<file path="src/rtl/cpu_memory_responder.sv">
`default_nettype none
// ============================================================================
// Module   : cpu_memory_responder
// Purpose  : Memory-side responder for CPU instruction fetch and data access.
//            64x16 loadable instruction store (1-cycle registered fetch) and
//            64x16 data RAM with a RAM_RD_LAT-deep registered read pipeline.
//            Simultaneous read+write drops the read and sets a sticky flag.
// Options  : MEM_ACCESS_COUNT_EN adds saturating rd_count / wr_count outputs.
// Revision : 1.0 - initial release
// ============================================================================
module cpu_memory_responder #(
  parameter int                   ADDR_W        = 6,
  parameter int                   DATA_W        = 16,
  parameter int                   RAM_RD_LAT    = 1,
  parameter logic [DATA_W-1:0]    ROM_INIT_WORD = 16'hFF00
) (
  input  logic              clk_main,
  input  logic              reset,
  // instruction fetch
  input  logic [ADDR_W-1:0] address_to_rom,
  input  logic              enable_to_rom,
  output logic [DATA_W-1:0] data_from_rom,
  output logic              rom_valid,
  // data memory
  input  logic [ADDR_W-1:0] address_to_ram,
  input  logic              write_enable_to_ram,
  input  logic              read_enable_to_ram,
  input  logic [DATA_W-1:0] data_to_ram,
  output logic [DATA_W-1:0] data_from_ram,
  output logic              ram_read_valid,
  // program load
  input  logic              prog_we,
  input  logic [ADDR_W-1:0] prog_addr,
  input  logic [DATA_W-1:0] prog_data,
`ifdef MEM_ACCESS_COUNT_EN
  output logic [15:0]       rd_count,
  output logic [15:0]       wr_count,
`endif
  output logic              collision
);

  localparam int c_DEPTH = 2 ** ADDR_W;

  // Read latency outside 1..3 is rejected at elaboration.
  if (RAM_RD_LAT < 1 || RAM_RD_LAT > 3) begin : g_lat_check
    $error("cpu_memory_responder: RAM_RD_LAT must be in 1..3");
  end

  // --------------------------------------------------------------------------
  // Storage
  // --------------------------------------------------------------------------
  // The instruction store powers up filled with the halt opcode and is never
  // touched by reset, so a loaded program survives a CPU reset.
  logic [DATA_W-1:0] r_rom [c_DEPTH] = '{default: ROM_INIT_WORD};
  logic [DATA_W-1:0] r_ram [c_DEPTH];

  logic [DATA_W-1:0] r_rom_data;
  logic              r_rom_valid;
  logic              r_collision;

  // Read pipeline: each stage carries {valid, data}; the last stage drives out.
  logic              r_pv    [RAM_RD_LAT];
  logic [DATA_W-1:0] r_pd    [RAM_RD_LAT];
  logic              w_src_v [RAM_RD_LAT];
  logic [DATA_W-1:0] w_src_d [RAM_RD_LAT];

  // A read colliding with a write is dropped; the write still happens.
  logic w_rd_accept;
  logic w_collide;
  assign w_collide   = read_enable_to_ram & write_enable_to_ram;
  assign w_rd_accept = read_enable_to_ram & ~write_enable_to_ram;

  // Program-load port; ignored while reset is held.
  always_ff @(posedge clk_main) begin
    if (!reset && prog_we) begin
      r_rom[prog_addr] <= prog_data;
    end
  end

  // Instruction fetch: registered read, so a same-edge program write is not seen.
  always_ff @(posedge clk_main) begin
    if (reset) begin
      r_rom_data  <= '0;
      r_rom_valid <= 1'b0;
    end else begin
      r_rom_valid <= enable_to_rom;
      if (enable_to_rom) begin
        r_rom_data <= r_rom[address_to_rom];
      end
    end
  end

  // Data RAM write port; reset clears every word.
  always_ff @(posedge clk_main) begin
    if (reset) begin
      for (int i = 0; i < c_DEPTH; i++) begin
        r_ram[i] <= '0;
      end
    end else if (write_enable_to_ram) begin
      r_ram[address_to_ram] <= data_to_ram;
    end
  end

  // Stage inputs: stage 0 samples the pre-edge RAM word, later stages chain.
  always_comb begin
    w_src_v[0] = w_rd_accept;
    w_src_d[0] = r_ram[address_to_ram];
    for (int i = 1; i < RAM_RD_LAT; i++) begin
      w_src_v[i] = r_pv[i-1];
      w_src_d[i] = r_pd[i-1];
    end
  end

  // Read pipeline shift; data only advances with a valid token, so the output
  // word holds its last returned value across bubbles.
  always_ff @(posedge clk_main) begin
    if (reset) begin
      for (int i = 0; i < RAM_RD_LAT; i++) begin
        r_pv[i] <= 1'b0;
        r_pd[i] <= '0;
      end
    end else begin
      for (int i = 0; i < RAM_RD_LAT; i++) begin
        r_pv[i] <= w_src_v[i];
        if (w_src_v[i]) begin
          r_pd[i] <= w_src_d[i];
        end
      end
    end
  end

  // Sticky collision flag, cleared only by reset.
  always_ff @(posedge clk_main) begin
    if (reset) begin
      r_collision <= 1'b0;
    end else if (w_collide) begin
      r_collision <= 1'b1;
    end
  end

`ifdef MEM_ACCESS_COUNT_EN
  logic [15:0] r_rd_count;
  logic [15:0] r_wr_count;

  // Saturating access counters; collision reads are not counted.
  always_ff @(posedge clk_main) begin
    if (reset) begin
      r_rd_count <= '0;
      r_wr_count <= '0;
    end else begin
      if (w_rd_accept && r_rd_count != 16'hFFFF) begin
        r_rd_count <= r_rd_count + 16'd1;
      end
      if (write_enable_to_ram && r_wr_count != 16'hFFFF) begin
        r_wr_count <= r_wr_count + 16'd1;
      end
    end
  end

  assign rd_count = r_rd_count;
  assign wr_count = r_wr_count;
`endif

  assign data_from_rom  = r_rom_data;
  assign rom_valid      = r_rom_valid;
  assign data_from_ram  = r_pd[RAM_RD_LAT-1];
  assign ram_read_valid = r_pv[RAM_RD_LAT-1];
  assign collision      = r_collision;

endmodule
`default_nettype wire

</file>
<file path="config.mk">
export PLATFORM = sky130hd
export DESIGN_NAME = cpu_memory_responder
export DESIGN_NICKNAME = d
export VERILOG_FILES = /design/src/rtl/cpu_memory_responder.sv
export SDC_FILE = /design/constraint.sdc
export NUM_CORES = 2
export LEC_CHECK = 0
export ABC_CLOCK_PERIOD_IN_PS = 3800
export CORE_MARGIN = 2
export CORE_UTILIZATION = 35
export CTS_BUF_LIST = sky130_fd_sc_hd__clkbuf_8
export DETAILED_ROUTE_END_ITERATION = 6
export HOLD_SLACK_MARGIN = 0.03
export SYNTH_ARGS = -nofsm -noshare
export SYNTH_HDL_FRONTEND = slang
export SYNTH_SLANG_ARGS = --single-unit
</file>
<file path="constraint.sdc">
create_clock -name clk_main -period 3.8 [get_ports clk_main]
set_input_delay 0.38 -clock clk_main [delete_from_list [all_inputs] [get_ports clk_main]]
set_output_delay 0.38 -clock clk_main [all_outputs]
set_load 0.05 [all_outputs]
</file>
==> impl_metrics.ini <==
[critical_path]
start_kind = register
path_class = register to output pin
path_depth = 1
cpMaxStageDelayCell = clkdlybuf4s50_1
required_ns = 3.42
worst-path-buf-inv = 1
ff2ff_path_depth = 5
timing.rr.start = r_rom[7][9]
r2r_end = data_from_rom[9]
cp.arrival_ns = 2.50
slowest_delay_ns = 0.90
cp_top_family = buffers and inverters
critPathCaptureType = output pin
crit_fanout = 2
path_cells = clkdlybuf4s50_1
r2r_slack_ns = 1.50

[floorplan]
num_io_pins = 91
die_area_sq_mm = 0.2537
fp.dieW_um = 503.6
floorplan.initialDensity = 0.3517
design.core.area_sq_mm = 0.2484
fp.dieH_um = 503.6
rows = 183

[final_layout]
synthToLayoutAreaGrowth_pct = 13.71
nets = 5475
layout-drive-gt1-share = 0.2420

[timing]
timing.final.crit_period_ns = 2.876
finalClockSkew_ns = 0.09592
setup_viol = 0
hold_viol = 0
drv_slew = 0
final.setup.worst_slack_ns = 0.9244
max_freq_mhz = 347.7
slew_headroom = 0.1243
rsz0062_at_grt = no
period_share = 0.7567
tightest_slew_ns = 1.309
tns_ns = 0

[global_route]
grt_max_degree = 84
antenna_found_initial = 9
grt_use_total = 0.1823
grt_pass1_vias = 47860
overflow = 0
grt_pass1_wl_mm = 338.4

[synthesis]
synth_fp_nets = 5085
synth.distinct_cells = 40
synth-edff-count = 2064
synth_seq_cells = 2083
ys_seq_area_frac = 0.7137
synth_area_per_cell_sq_um = 17.37
syn_inst = 5029
ys_top_cells_by_area = edfxtp_1 (71%), mux4_2 (9.9%), and2_1 (7.3%)
synthTopCellsByCount = edfxtp_1 (2064), and2_1 (1024), mux4_2 (384)
yosysTopAreaCell = edfxtp_1
synth.most_common_cell = edfxtp_1
synth_area_sq_mm = 0.08738
synth-main-ff-cell = edfxtp_1
synth_top_area_frac = 0.7093
async_reset_ff_frac = 0
synth_warnings = 0

[hold_path]
hold_end = r_ram[59][11]
worstHoldStart = data_to_ram[11]
min_path_type = input port to register
whs_path_depth = 2

[power]
vdd.ir_drop.worst_mv = 0.3616
p_leak_nw = 33.08
power.switching_mw = 11.03
powerDensity_mw_per_mm2 = 469.1
pwr-share-comb = 0.071
p_clk_frac = 0.369
switching_share = 0.2367
intPower_mw = 35.58
seqPwrFrac = 0.560

[clock_network]
cts_tree = built
ctsResizeCount = 0
cts_root_buf = clkbuf_8
h-tree-depth = 5
cts_buffers = 339
clkTransAtPathRegs_ns = 0.06
ctsLongestPathBuffers = 4
clkSinkCount = 2083
clk_latency_ns = 1.03

[place]
hpwl_mm = 140.2
pre_cts_slack_ns = 0.5437
port_buffers = 90
place.gp.congestion = 0.8555

[outcome]
status = complete, no violations

[drt]
vias_per_cell = 5.236
vias = 47020
drt-total-wl_mm = 234.0
post_drt_wl_per_cell_um = 26.06
dr.pass1.iters = 5
postRouteAntennaNets = 0
drc = 0
drtIter0Drc = 5103

[job]
cap_viol_max_count = 0
## layer usage
metal | vias to the layer above | track usage | routed length, um
met4 | 6 | 0.05139 | 6065
li1 | 20220 | - | -
met2 | 1809 | 0.2885 | 110700
met3 | 366 | 0.04044 | 17650
met1 | 24610 | 0.2526 | 99600
met5 | - | 0 | 35
## flip-flops by register name (all words and copies together), names as in the netlist
signal and flops:
collision 1, data_from_rom 16, r_pd 16, r_pv 1, r_ram 1024, r_rom 1024
rom_valid 1
## what timing repair did
item	CTS	global route
hold buffers	13	0
endpoints found under the hold margin	325	0
setup buffers	0	0
## cells in the final DEF, fill, tap and decap left out, types with 27 or more instances in the layout
cell type | Yosys | routed
clkinv_1 | 0 | 63
mux2_2 | 192 | 192
nor2b_1 | 69 | 68
buf_2 | 75 | 32
buf_4 | 17 | 332
clkbuf_8 | 0 | 347
nor2_1 | 150 | 148
a22oi_1 | 32 | 32
buf_12 | 0 | 27
o22ai_1 | 128 | 128
mux4_2 | 384 | 384
mux2i_1 | 128 | 128
o21ai_0 | 128 | 64
a22o_1 | 32 | 32
nor3_1 | 64 | 64
o31ai_1 | 32 | 32
inv_1 | 3 | 125
a211oi_1 | 64 | 64
edfxtp_1 | 2064 | 2064
clkdlybuf4s50_1 | 0 | 53
o21ai_1 | 0 | 64
and2_1 | 1024 | 1024
## how the worst max path moves through the flow
| stage | from | to | slack [ns] |
|---|---|---|---|
| 2_1_floorplan | address_to_ram[0] | r_ram[11][0] | 1.04 |
| 3_3_place_gp | address_to_ram[0] | r_pd[0][5] | 0.56 |
| 3_5_place_dp | address_to_rom[3] | data_from_rom[6] | 0.54 |
| 4_1_cts | collision | collision | 0.92 |
| 5_1_grt | collision | collision | 0.88 |
| 6_report | collision | collision | 0.92 |
## per-stage QoR
| step | util | total power, mW | std cells | hold slack [ns] | instance area [sq um] |
|---|---|---|---|---|---|
| final | 0.3999 | 46.61 | 8979 | 0.1232 | 99350 |
| after global routing | 0.3999 | 48.15 | 8972 | 0.08774 | 99340 |
| after CTS | 0.3998 | 47.00 | 8970 | 0.03177 | 99330 |
| after detailed placement | 0.3764 | 29.87 | 8395 | 0.5554 | 93520 |
| after global placement | 0.3764 | 29.81 | 8395 | 0.5647 | 93520 |
| after floorplan | - | 28.32 | 5029 | 0.4516 | 87380 |
## logic make-up (layout without fill, tap and decap cells)
family,count (synthesis),count (layout),share of synthesized area
other cells,0,9,0
compound gates,434,434,0.03245
simple gates,1392,1392,0.09431
flops,2083,2083,0.7137
mux,704,704,0.1384
buf+inv,416,1027,0.02115
## power by group through the flow
stage	Sequential, mW	Clock [mW]	Combinational, mW
final	26.1	17.2	3.29
after global routing	26.1	18.6	3.45
after CTS	26.1	17.6	3.31
after detailed placement	26.6	0	3.30
after global placement	26.5	0	3.27
after floorplan	26.6	0	1.74
## layout make-up
| type | instances | area [sq um] |
|---|---|---|
| Tap cell | 3330 | 4167 |
| Clock inverter | 217 | 934.6 |
| Fill cell | 22500 | 149100 |
| Inverter | 3 | 11.26 |
| Sequential cell | 2083 | 62360 |
| Clock buffer | 345 | 4748 |
| Timing Repair Buffer | 462 | 3926 |
| Antenna cell | 9 | 22.52 |
| Multi-Input combinational cell | 2530 | 23180 |
(Power assumes the default switching activity.)
